$ cat src/rtl/pc_gen_pkg.sv
// pc_gen_pkg: shared types and width helpers for the fetch-address generator.
//
// Contents
//   pcSrc_t          2-bit encoding of where the current fetch PC came from
//   rasCountWidth()  bits needed to hold a RAS occupancy of 0..depth
//   rasPtrWidth()    bits needed to index a RAS of the given depth
package pc_gen_pkg;

    typedef enum logic [1:0] {
        PC_SRC_SEQ = 2'd0,
        PC_SRC_BR  = 2'd1,
        PC_SRC_RET = 2'd2,
        PC_SRC_EXC = 2'd3
    } pcSrc_t;

    function automatic int rasCountWidth(input int depth);
        return $clog2(depth + 1);
    endfunction

    function automatic int rasPtrWidth(input int depth);
        return (depth > 1) ? $clog2(depth) : 1;
    endfunction

endpackage

$ cat src/rtl/pc_generator_if.sv
// pc_generator_if: request/response bundle between the hazard/back end and the fetch-address generator.
//
// Parameters
//   WIDTH      address width in bits
//   RAS_DEPTH  return-address stack entries
// Signals (master drives i_*, slave drives o_*)
//   i_PcGen_stall        hold fetch PC
//   i_PcGen_exc_valid    exception redirect request, target in i_PcGen_exc_pc
//   i_PcGen_br_valid     resolved branch/jump redirect, target in i_PcGen_br_pc
//   i_PcGen_call         instruction at current PC is a call
//   i_PcGen_ret          instruction at current PC is a return
//   i_PcGen_flush_ras    clear the return-address stack
//   o_PcGen_pc           current fetch PC
//   o_PcGen_pc_plus      current fetch PC plus the sequential increment
//   o_PcGen_src          source of the current PC (pcSrc_t encoding)
//   o_PcGen_ras_count    valid RAS entries
//   o_PcGen_ras_empty    RAS holds no entries
//   o_PcGen_ras_full     RAS holds RAS_DEPTH entries
interface pc_generator_if
    import pc_gen_pkg::*;
#(
    parameter int WIDTH     = 32,
    parameter int RAS_DEPTH = 4
);
    localparam int CW = rasCountWidth(RAS_DEPTH);

    logic             i_PcGen_stall;
    logic             i_PcGen_exc_valid;
    logic [WIDTH-1:0] i_PcGen_exc_pc;
    logic             i_PcGen_br_valid;
    logic [WIDTH-1:0] i_PcGen_br_pc;
    logic             i_PcGen_call;
    logic             i_PcGen_ret;
    logic             i_PcGen_flush_ras;
    logic [WIDTH-1:0] o_PcGen_pc;
    logic [WIDTH-1:0] o_PcGen_pc_plus;
    logic [1:0]       o_PcGen_src;
    logic [CW-1:0]    o_PcGen_ras_count;
    logic             o_PcGen_ras_empty;
    logic             o_PcGen_ras_full;

    modport master (
        output i_PcGen_stall, i_PcGen_exc_valid, i_PcGen_exc_pc,
               i_PcGen_br_valid, i_PcGen_br_pc, i_PcGen_call,
               i_PcGen_ret, i_PcGen_flush_ras,
        input  o_PcGen_pc, o_PcGen_pc_plus, o_PcGen_src,
               o_PcGen_ras_count, o_PcGen_ras_empty, o_PcGen_ras_full
    );

    modport slave (
        input  i_PcGen_stall, i_PcGen_exc_valid, i_PcGen_exc_pc,
               i_PcGen_br_valid, i_PcGen_br_pc, i_PcGen_call,
               i_PcGen_ret, i_PcGen_flush_ras,
        output o_PcGen_pc, o_PcGen_pc_plus, o_PcGen_src,
               o_PcGen_ras_count, o_PcGen_ras_empty, o_PcGen_ras_full
    );

endinterface

$ cat src/rtl/pc_ras.sv
// pc_ras: circular return-address stack with push, pop, push+pop, flush and occupancy flags.
//
// Parameters
//   WIDTH  entry width in bits
//   DEPTH  number of entries (>= 2)
// Ports
//   clk, rst   clock and asynchronous active-high reset
//   push       write pushData as the new top
//   pop        remove the top entry (ignored when empty)
//   flush      empty the stack; wins over push/pop
//   pushData   value to push
//   topData    current top entry, read combinationally
//   count      valid entries
//   empty      count == 0
//   full       count == DEPTH
module pc_ras
    import pc_gen_pkg::*;
#(
    parameter  int WIDTH = 32,
    parameter  int DEPTH = 4,
    localparam int CW    = rasCountWidth(DEPTH),
    localparam int PW    = rasPtrWidth(DEPTH)
) (
    input  logic             clk,
    input  logic             rst,
    input  logic             push,
    input  logic             pop,
    input  logic             flush,
    input  logic [WIDTH-1:0] pushData,
    output logic [WIDTH-1:0] topData,
    output logic [CW-1:0]    count,
    output logic             empty,
    output logic             full
);

    // ptr addresses the next free slot; the top lives one slot below it.
    // When the stack is full that free slot is also the oldest entry, so a
    // push simply overwrites it.
    logic [WIDTH-1:0] mem [DEPTH];
    logic [PW-1:0]    ptr;
    logic [PW-1:0]    ptrInc;
    logic [PW-1:0]    ptrDec;
    logic [CW-1:0]    cnt;
    logic             popOk;

    assign ptrInc  = (ptr == PW'(DEPTH - 1)) ? '0 : ptr + PW'(1);
    assign ptrDec  = (ptr == '0) ? PW'(DEPTH - 1) : ptr - PW'(1);
    assign topData = mem[ptrDec];
    assign popOk   = pop && (cnt != '0);
    assign count   = cnt;
    assign empty   = (cnt == '0);
    assign full    = (cnt == CW'(DEPTH));

    always_ff @(posedge clk or posedge rst) begin
        if (rst) begin
            ptr <= '0;
            cnt <= '0;
            for (int i = 0; i < DEPTH; i++) mem[i] <= '0;
        end else if (flush) begin
            ptr <= '0;
            cnt <= '0;
        end else if (push && popOk) begin
            // Pop supplies the target; the pushed value reuses the freed top slot.
            mem[ptrDec] <= pushData;
        end else if (push) begin
            mem[ptr] <= pushData;
            ptr      <= ptrInc;
            cnt      <= full ? cnt : cnt + CW'(1);
        end else if (popOk) begin
            ptr <= ptrDec;
            cnt <= cnt - CW'(1);
        end
    end

endmodule

$ cat src/rtl/pc_generator.sv
// pc_generator: fetch PC register with prioritised next-PC selection and a return-address stack.
//
// Parameters
//   WIDTH      address width in bits
//   RESET_PC   fetch address after reset
//   INC        sequential increment in bytes
//   RAS_DEPTH  return-address stack entries (>= 2)
// Ports
//   clk   clock, rising edge
//   rst   asynchronous active-high reset
//   bus   pc_generator_if slave: redirect/stall/call/ret requests in,
//         fetch PC, PC+INC, PC source and RAS status out
module pc_generator
    import pc_gen_pkg::*;
#(
    parameter  int               WIDTH     = 32,
    parameter  logic [WIDTH-1:0] RESET_PC  = WIDTH'(32'h4),
    parameter  int               INC       = 4,
    parameter  int               RAS_DEPTH = 4,
    localparam int               CW        = rasCountWidth(RAS_DEPTH)
) (
    input logic           clk,
    input logic           rst,
    pc_generator_if.slave bus
);

    logic [WIDTH-1:0] pc;
    logic [WIDTH-1:0] pcPlus;
    logic [WIDTH-1:0] nextPc;
    logic [WIDTH-1:0] rasTop;
    pcSrc_t           src;
    pcSrc_t           nextSrc;
    logic [CW-1:0]    rasCount;
    logic             rasEmpty;
    logic             rasFull;
    logic             accept;
    logic             retHit;
    logic             rasPush;
    logic             rasFlush;

    assign pcPlus = pc + WIDTH'(INC);

    // A call/ret only takes effect when no redirect squashes the instruction
    // and the hazard unit is not holding fetch.
    assign accept   = !bus.i_PcGen_exc_valid && !bus.i_PcGen_br_valid && !bus.i_PcGen_stall;
    assign retHit   = accept && bus.i_PcGen_ret && !rasEmpty;
    assign rasPush  = accept && bus.i_PcGen_call;
    assign rasFlush = bus.i_PcGen_exc_valid || bus.i_PcGen_flush_ras;

    // retHit uses the pre-flush top, so a ret paired with flush still
    // predicts from the old stack contents.
    always_comb begin
        nextPc  = bus.i_PcGen_exc_valid ? bus.i_PcGen_exc_pc :
                  bus.i_PcGen_br_valid  ? bus.i_PcGen_br_pc  :
                  bus.i_PcGen_stall     ? pc                 :
                  retHit                ? rasTop             : pcPlus;
        nextSrc = bus.i_PcGen_exc_valid ? PC_SRC_EXC :
                  bus.i_PcGen_br_valid  ? PC_SRC_BR  :
                  bus.i_PcGen_stall     ? src        :
                  retHit                ? PC_SRC_RET : PC_SRC_SEQ;
    end

    always_ff @(posedge clk or posedge rst) begin
        if (rst) begin
            pc  <= RESET_PC;
            src <= PC_SRC_SEQ;
        end else begin
            pc  <= nextPc;
            src <= nextSrc;
        end
    end

    pc_ras #(
        .WIDTH (WIDTH),
        .DEPTH (RAS_DEPTH)
    ) uRas (
        .clk      (clk),
        .rst      (rst),
        .push     (rasPush),
        .pop      (retHit),
        .flush    (rasFlush),
        .pushData (pcPlus),
        .topData  (rasTop),
        .count    (rasCount),
        .empty    (rasEmpty),
        .full     (rasFull)
    );

    assign bus.o_PcGen_pc        = pc;
    assign bus.o_PcGen_pc_plus   = pcPlus;
    assign bus.o_PcGen_src       = src;
    assign bus.o_PcGen_ras_count = rasCount;
    assign bus.o_PcGen_ras_empty = rasEmpty;
    assign bus.o_PcGen_ras_full  = rasFull;

endmodule

$ cat src/flat_wrapper.sv
// flat-port wrapper written by rule: the top's interface ports become plain ports
module pc_generator_flat import pc_gen_pkg::*;
#(
    parameter  int               WIDTH     = 32,
    parameter  logic [WIDTH-1:0] RESET_PC  = WIDTH'(32'h4),
    parameter  int               INC       = 4,
    parameter  int               RAS_DEPTH = 4,
    localparam int               CW        = rasCountWidth(RAS_DEPTH)
)
  (clk, rst, bus_i_PcGen_stall, bus_i_PcGen_exc_valid, bus_i_PcGen_exc_pc, bus_i_PcGen_br_valid, bus_i_PcGen_br_pc, bus_i_PcGen_call, bus_i_PcGen_ret, bus_i_PcGen_flush_ras, bus_o_PcGen_pc, bus_o_PcGen_pc_plus, bus_o_PcGen_src, bus_o_PcGen_ras_count, bus_o_PcGen_ras_empty, bus_o_PcGen_ras_full);
  pc_generator_if #(.WIDTH(WIDTH), .RAS_DEPTH(RAS_DEPTH)) bus_i ();
  input logic clk;
  input logic rst;
  input wire logic [$bits(bus_i.i_PcGen_stall)-1:0] bus_i_PcGen_stall;
  input wire logic [$bits(bus_i.i_PcGen_exc_valid)-1:0] bus_i_PcGen_exc_valid;
  input wire logic [$bits(bus_i.i_PcGen_exc_pc)-1:0] bus_i_PcGen_exc_pc;
  input wire logic [$bits(bus_i.i_PcGen_br_valid)-1:0] bus_i_PcGen_br_valid;
  input wire logic [$bits(bus_i.i_PcGen_br_pc)-1:0] bus_i_PcGen_br_pc;
  input wire logic [$bits(bus_i.i_PcGen_call)-1:0] bus_i_PcGen_call;
  input wire logic [$bits(bus_i.i_PcGen_ret)-1:0] bus_i_PcGen_ret;
  input wire logic [$bits(bus_i.i_PcGen_flush_ras)-1:0] bus_i_PcGen_flush_ras;
  output wire logic [$bits(bus_i.o_PcGen_pc)-1:0] bus_o_PcGen_pc;
  output wire logic [$bits(bus_i.o_PcGen_pc_plus)-1:0] bus_o_PcGen_pc_plus;
  output wire logic [$bits(bus_i.o_PcGen_src)-1:0] bus_o_PcGen_src;
  output wire logic [$bits(bus_i.o_PcGen_ras_count)-1:0] bus_o_PcGen_ras_count;
  output wire logic [$bits(bus_i.o_PcGen_ras_empty)-1:0] bus_o_PcGen_ras_empty;
  output wire logic [$bits(bus_i.o_PcGen_ras_full)-1:0] bus_o_PcGen_ras_full;
  assign bus_i.i_PcGen_stall = bus_i_PcGen_stall;
  assign bus_i.i_PcGen_exc_valid = bus_i_PcGen_exc_valid;
  assign bus_i.i_PcGen_exc_pc = bus_i_PcGen_exc_pc;
  assign bus_i.i_PcGen_br_valid = bus_i_PcGen_br_valid;
  assign bus_i.i_PcGen_br_pc = bus_i_PcGen_br_pc;
  assign bus_i.i_PcGen_call = bus_i_PcGen_call;
  assign bus_i.i_PcGen_ret = bus_i_PcGen_ret;
  assign bus_i.i_PcGen_flush_ras = bus_i_PcGen_flush_ras;
  assign bus_o_PcGen_pc = bus_i.o_PcGen_pc;
  assign bus_o_PcGen_pc_plus = bus_i.o_PcGen_pc_plus;
  assign bus_o_PcGen_src = bus_i.o_PcGen_src;
  assign bus_o_PcGen_ras_count = bus_i.o_PcGen_ras_count;
  assign bus_o_PcGen_ras_empty = bus_i.o_PcGen_ras_empty;
  assign bus_o_PcGen_ras_full = bus_i.o_PcGen_ras_full;
  pc_generator #(.WIDTH(WIDTH), .RESET_PC(RESET_PC), .INC(INC), .RAS_DEPTH(RAS_DEPTH)) u_core (.clk(clk), .rst(rst), .bus(bus_i));
endmodule
$ cat config.mk
export PLATFORM = sky130hd
export DESIGN_NAME = pc_generator_flat
export DESIGN_NICKNAME = d
export VERILOG_FILES = /design/src/rtl/pc_gen_pkg.sv /design/src/rtl/pc_generator_if.sv /design/src/rtl/pc_ras.sv /design/src/rtl/pc_generator.sv /design/src/flat_wrapper.sv
export SDC_FILE = /design/constraint.sdc
export NUM_CORES = 1
export LEC_CHECK = 0
export ABC_AREA = 1
export BUFFER_PORTS_ARGS = -buffer_cell sky130_fd_sc_hd__buf_4
export CAP_MARGIN = 20
export CORE_UTILIZATION = 40
export DETAILED_ROUTE_END_ITERATION = 10
export GPL_ROUTABILITY_DRIVEN = 0
export HOLD_SLACK_MARGIN = 0.06
export SLEW_MARGIN = 20
export SYNTH_ARGS = -nofsm -noshare
export SYNTH_HDL_FRONTEND = slang
export SYNTH_SLANG_ARGS = --single-unit
$ cat constraint.sdc
create_clock -name clk -period 7.1 [get_ports clk]
set_clock_uncertainty 0.05 [all_clocks]
set_input_delay 1.42 -clock clk [delete_from_list [all_inputs] [get_ports clk]]
set_output_delay 1.42 -clock clk [all_outputs]
set_load 0.005 [all_outputs]
==> impl_metrics.csv, run 1 <==
group,metric,value,unit
status,status,"finished clean",
grt,grt_pass1_vias,8640,
clocking,cts_buffers,17,
grt,grt_overflow,0,
grt,grt_start_max_net_pins,109,
sta,timing.slew.headroom,0.355,
sta,rsz0062_at_grt,"false",
floorplanning,ioPinCount,143,
cells_and_area,final_util,0.494,
worst_setup_path,r2r_end,"u_core.bus.o_PcGen_pc[5]",
sta,maxSlewViolCount,0,
floorplanning,die_width,155,um
clocking,cts.clk_slew.worst_paths,70,ps
logic_synthesis,synthTopCellsByArea,"dfrtp_1 44%, nand2_1 22%, nand3_1 5.7%",
sta,timing.fmax,0.229,GHz
worst_setup_path,critical_path_class,"flop to output port",
detailed_routing,antenna_left,0,
logic_synthesis,yosys_warnings,0,
sta,finalHoldViolCount,0,
clocking,postCtsHoldBufs,0,
min_path,worstHoldStart,"u_core.uRas.mem[51]",
floorplanning,core_area,22800,um^2
sta,finalSetupViolCount,0,
grt,antenna_found_initial,0,
grt,top_usage_layer,"met2",
sta,period_needed,4370,ps
cells_and_area,drive_above_1_share,0.145,
worst_setup_path,start_kind,"flop",
detailed_routing,wl_per_cell,16.6,um
logic_synthesis,ys_seq_area_frac,0.446,
power_and_ir_drop,power_density,228,nW/um^2
clocking,post_cts_buffers,0,
logic_synthesis,synth.avg_cell_area,6.93,um^2
power_and_ir_drop,totalPowerFinal,0.00256,W
worst_setup_path,end_kind,"output port",
clocking,cts_tree,"built",
worst_setup_path,worstPathRequired,5630,ps
clocking,clock-root-buffer,"clkbuf_16",
sta,tightest_slew,967,ps
cells_and_area,fill_cells,2313,
cells_and_area,antennaDiodeCount,0,
clocking,cts_max_path_buffers,2,
clocking,post_cts_resized,0,
logic_synthesis,yosysTopAreaCell,"dfrtp_1",
worst_setup_path,r2r_setup_slack,3640,ps
grt,track_usage,0.257,
detailed_routing,routed_wl,29.6,mm
floorplanning,dieArea,24000,um^2
detailed_routing,first_pass_iters,5,
place,port_buffers,142,
sta,hold_slack,432,ps
min_path,min_to,"u_core.uRas.mem[51]",
worst_setup_path,r2r_cells,10,
flow_run,cap_violations,0,
logic_synthesis,ys_types,38,
worst_setup_path,reg2reg_from,"u_core.uRas.ptr[0]",
logic_synthesis,syn-cell-area,9370,um^2
floorplanning,die_h,155,um
detailed_routing,first_iter_violations,799,
min_path,hp-class,"flop to flop",
clocking,clk-insertion-delay-late,440,ps
cells_and_area,nets,1533,
logic_synthesis,synthCells,1352,
floorplanning,num_rows,55,
grt,grt_pass1_wl,47.6,mm
worst_setup_path,worst-path-max-fanout,8,
grt,grt_use_met2,0.406,
grt,met3_usage,0.0351,
logic_synthesis,syn_nets,1430,
place,dp_hpwl,20.5,mm
power_and_ir_drop,vdd_drop_max,0.153,mV
detailed_routing,vias_per_cell,5.02,
cells_and_area,multi_input_area,4450,um^2
clocking,clkSinkCount,167,
detailed_routing,drc,0,
detailed_routing,num_vias,8947,
clocking,h-tree-depth,4,
cells_and_area,syn_to_final_growth,20.0,%
worst_setup_path,arrival,2900,ps
power_and_ir_drop,p_leak,5.71,nW
min_path,whs_path_depth,2,
sta,min_period_over_period,0.615,
floorplanning,initial_core_util,0.411,
grt,gr-usage-met1,0.366,
sta,final.setup.tns,0,ps
cells_and_area,regArea,4180,um^2
logic_synthesis,synth.top_cell.area_share,0.443,
logic_synthesis,ys_seq_elements,167,
==> registers in the layout, indices dropped and copies added, names as in the netlist <==
name                    flops
u_core.uRas.count           3
u_core.bus.o_PcGen_src      2
u_core.uRas.mem           128
u_core.uRas.ptr             2
u_core.bus.o_PcGen_pc      32
==> power breakdown <==
part           total, W  switching, W  leakage [nW]  internal, W
Sequential      0.00110     0.0000679          2.06      0.00103
Combinational  0.000443      0.000266          3.35     0.000178
Clock           0.00102      0.000418         0.300     0.000603
Total           0.00256      0.000751          5.71      0.00181
==> metal layers <==
metal,wire length (um),share of wire,up-vias
li1,-,-,4454
met1,14100,0.48,4167
met2,13400,0.45,292
met3,1620,0.055,34
met4,494,0.017,0
met5,0,0,-
==> logic make-up (layout without fill, tap and decap cells) <==
group,after synthesis,count (layout),share of synthesized area
DFF,167,167,0.446
xor gates and xnor gates,11,11,0.0103
adders and majority gates,6,6,0.00882
and+or+nand+nor,794,794,0.344
AOI/OAI and AO/OA,192,192,0.111
buffers and inverters,182,298,0.0801
==> cell usage in the layout, fill, tap and decap left out, types with 3 or more instances in the layout <==
cell and n:
nand2_1 555, clkinv_4 4, clkbuf_16 17, o22ai_1 5
o21ai_2 8, buf_4 153, o211ai_1 6, inv_2 7
xor2_1 7, bufinv_16 4, a22oi_1 3, clkinvlp_4 3
nand3_1 107, xnor2_1 4, nor3_1 9, a21oi_1 39
o21ai_0 95, ha_1 5, nor2_1 106, inv_1 103
dfrtp_1 166, o21ai_1 30, nand2_2 4
==> final cells by class <==
| cell class | count | share of cell area |
|---|---|---|
| Multi-Input combinational cell | 1003 | 0.396 |
| Sequential cell | 167 | 0.372 |
| Timing Repair Buffer | 153 | 0.102 |
| Clock buffer | 19 | 0.0394 |
| Inverter | 113 | 0.0384 |
| Tap cell | 313 | 0.0348 |
| Clock inverter | 13 | 0.0174 |
==> worst max-delay path by stage <==
stage | from | endpoint | cells after the start
2_1_floorplan | rst | u_core.bus.o_PcGen_pc[0] | 1
3_3_place_gp | bus_i_PcGen_exc_valid | u_core.uRas.mem[127] | 10
3_5_place_dp | bus_i_PcGen_exc_valid | u_core.uRas.mem[124] | 10
4_1_cts | u_core.bus.o_PcGen_pc[2] | bus_o_PcGen_pc_plus[16] | 8
5_1_grt | u_core.bus.o_PcGen_pc[2] | bus_o_PcGen_pc_plus[24] | 9
6_report | u_core.bus.o_PcGen_pc[2] | bus_o_PcGen_pc_plus[16] | 8
==> synthesized netlist by cell type (all sizes together) <==
master / n
a21boi: 2
a21oi: 39
a221oi: 1
a22o: 2
a22oi: 3
a31oi: 1
and2: 2
buf: 31
clkbuf: 38
clkinv: 1
dfrtp: 166
dfstp: 1
fa: 1
ha: 5
inv: 112
nand2: 559
nand3: 109
nand3b: 2
nand4: 1
nor2: 111
nor3: 9
o211ai: 6
o21ai: 133
o22ai: 5
or2: 1
xnor2: 4
xor2: 7
==> through the flow <==
step                      area [um^2]  setup slack, ps  std cells
after global routing            11200             2600       1781
after floorplan                  9370             1110       1352
final                           11200             2730       1781
after detailed placement        10600             2720       1749
after CTS                       11200             2760       1781
after global placement          10600             2810       1749
==> critical path, cell delays in order, from the launching register on <==
cell,delay [ps]
dfstp_2,630
ha_1,230
nand2_1,70
nor2_1,360
nand2_1,180
nor2_1,390
nand2_1,120
nand2_1,300
buf_4,180
Power figures use the tool's default switching activity.
==> run 2, diff against run 1 <==
==> constraint.sdc (replaced) <==
create_clock -name clk -period 4.1 [get_ports clk]
set_clock_uncertainty 0.05 [all_clocks]
set_input_delay 0.82 -clock clk [delete_from_list [all_inputs] [get_ports clk]]
set_output_delay 0.82 -clock clk [all_outputs]
set_load 0.005 [all_outputs]
==> run 2 against run 1 <==
Net effect:
- global-route usage about the same
- first-iteration DRC count down 20%
- combinational power up 73%
- setup slack worse by 2200 ps
- utilization about the same
- hold slack worse by 0.75 ps
- clock-buffer cell count unchanged
- highest routed layer unchanged
- die area unchanged
- sequential share of layout area about the same
- critical path depth unchanged
==> impl_metrics.csv, run 2 (synthesis gave the netlist of run 1 again) <==
group,metric,value,unit
sta,finalHoldViolCount,0,
cells_and_area,largest_reg_flops,128,
flow_run,cap_violations,0,
clocking,clk-insertion-delay-late,430,ps
clocking,h-tree-depth,4,
worst_setup_path,r2r_end,"u_core.bus.o_PcGen_pc[22]",
sta,hold_slack,431,ps
worst_setup_path,reg2reg_from,"u_core.uRas.ptr[0]",
place,dp_hpwl,20.5,mm
sta,min_period_over_period,0.870,
worst_setup_path,cp_slowest_cell,"dfstp_2",
worst_setup_path,end_kind,"output port",
worst_setup_path,start_kind,"flop",
power_and_ir_drop,p_leak,5.73,nW
grt,antenna_found_initial,0,
worst_setup_path,worstPathRequired,3230,ps
floorplanning,die_width,155,um
sta,finalSetupViolCount,0,
min_path,worstHoldStart,"u_core.uRas.mem[37]",
floorplanning,dieArea,24000,um^2
detailed_routing,routed_wl,30.3,mm
worst_setup_path,cp.depth,8,
worst_setup_path,r2r_cells,12,
detailed_routing,wl_per_cell,17.0,um
detailed_routing,num_vias,9112,
worst_setup_path,worst-path-max-fanout,8,
cells_and_area,antennaDiodeCount,0,
detailed_routing,vias_per_cell,5.11,
clocking,clock-root-buffer,"clkbuf_16",
detailed_routing,first_pass_iters,5,
clocking,clkSinkCount,167,
clocking,post_cts_buffers,0,
sta,tightest_slew,988,ps
place,port_buffers,142,
floorplanning,initial_core_util,0.411,
worst_setup_path,arrival,2700,ps
detailed_routing,drc,0,
floorplanning,ioPinCount,143,
sta,timing.fmax,0.280,GHz
floorplanning,die_h,155,um
worst_setup_path,crit_path_cell_trace,"ha_1 -> nand2_1 -> nor2_1 -> nand2_1 -> nor2_1 -> nand3_1 -> nand2_1 -> buf_4",
grt,grt_pass1_vias,8312,
detailed_routing,first_iter_violations,641,
cells_and_area,drive_above_1_share,0.148,
cells_and_area,nets,1536,
power_and_ir_drop,power_density,384,nW/um^2
clocking,cts.clk_slew.worst_paths,70,ps
sta,rsz0062_at_grt,"false",
worst_setup_path,cp_common_cell,"nand2_1",
sta,period_needed,3570,ps
clocking,cts_tree,"built",
worst_setup_path,cpPeakStageDelay,600,ps
floorplanning,num_rows,55,
grt,grt_pass1_wl,47.1,mm
clocking,postCtsHoldBufs,0,
cells_and_area,top_register,"u_core.uRas.mem",
min_path,min_to,"u_core.uRas.mem[37]",
detailed_routing,antenna_left,0,
clocking,cts_buffers,17,
grt,grt_overflow,0,
sta,timing.slew.headroom,0.341,
clocking,post_cts_resized,0,
grt,grt_start_max_net_pins,80,
worst_setup_path,cp.buffers_inverters,1,
power_and_ir_drop,vdd_drop_max,0.284,mV
worst_setup_path,critical_path_class,"flop to output port",
cells_and_area,final_common_cell,"nand2_1",
min_path,whs_path_depth,2,
sta,worst_slack,533,ps
sta,final.setup.tns,0,ps
sta,maxSlewViolCount,0,
floorplanning,core_area,22800,um^2
worst_setup_path,cp_top_family,"simple AND/OR/NAND/NOR gates",
place,pre_cts_slack,992,ps
grt,track_usage,0.257,
cells_and_area,layout_common_cells,"555 x nand2_1, 166 x dfrtp_1, 154 x buf_4",
clocking,cts_max_path_buffers,2,
cells_and_area,syn_to_final_growth,20.1,%
status,status,"finished clean",
min_path,hp-class,"flop to flop",
worst_setup_path,r2r_setup_slack,1380,ps
-- run 2: cell types whose count changed in the layout (fill, tap and decap cells not counted), sizes merged --
cell    before  now
buf        153  156
inv        113  116
bufinv       4    2
clkinv       6    4
-- run 2: layer usage --
layer | vias up | part of all wire | global-route usage
li1 | 4458 | - | -
met1 | 4306 | 0.47 | 0.386
met2 | 325 | 0.44 | 0.385
met3 | 23 | 0.071 | 0.0390
met4 | 0 | 0.011 | 0.0651
met5 | - | 0 | 0
-- run 2: worst min-delay path: cells and delay by family (launching register included) --
kind             cells  cell delay (ps)
flip-flops           1              340
AND/OR/NAND/NOR      2              120
-- run 2: area by class of cell --
cell class,count,area (um^2)
inverters,113,428
clock inverters,12,141
well taps,313,392
flip-flops and latches,167,4180
repair buffers,156,1200
fillers,2326,11500
clock buffers,19,453
multi-input cells,1003,4460
-- run 2: worst max path at each step --
stage / end / slack, ps / startpoint
global route: bus_o_PcGen_pc_plus[18] / 340 / u_core.bus.o_PcGen_pc[2]
finish: bus_o_PcGen_pc_plus[24] / 530 / u_core.bus.o_PcGen_pc[2]
CTS: bus_o_PcGen_pc_plus[18] / 520 / u_core.bus.o_PcGen_pc[2]
floorplan: u_core.bus.o_PcGen_pc[0] / 1100 / rst
detailed placement: bus_o_PcGen_pc_plus[18] / 990 / u_core.bus.o_PcGen_pc[2]
global placement: bus_o_PcGen_pc_plus[18] / 1060 / u_core.bus.o_PcGen_pc[2]
-- run 2: per-stage QoR --
step / instances / power, W / area (um^2) / utilization
after detailed placement: 1752 / 0.00270 / 10700 / 0.468
after global placement: 1752 / 0.00268 / 10700 / 0.468
after floorplan: 1352 / 0.00232 / 9370 / -
after CTS: 1783 / 0.00434 / 11200 / 0.494
final: 1783 / 0.00432 / 11200 / 0.494
after global routing: 1783 / 0.00452 / 11200 / 0.494
-- run 2: power breakdown --
group | switching, W | internal [W] | leakage (nW)
Clock | 0.000716 | 0.000937 | 0.287
Combinational | 0.000454 | 0.000311 | 3.38
Sequential | 0.000125 | 0.00178 | 2.06
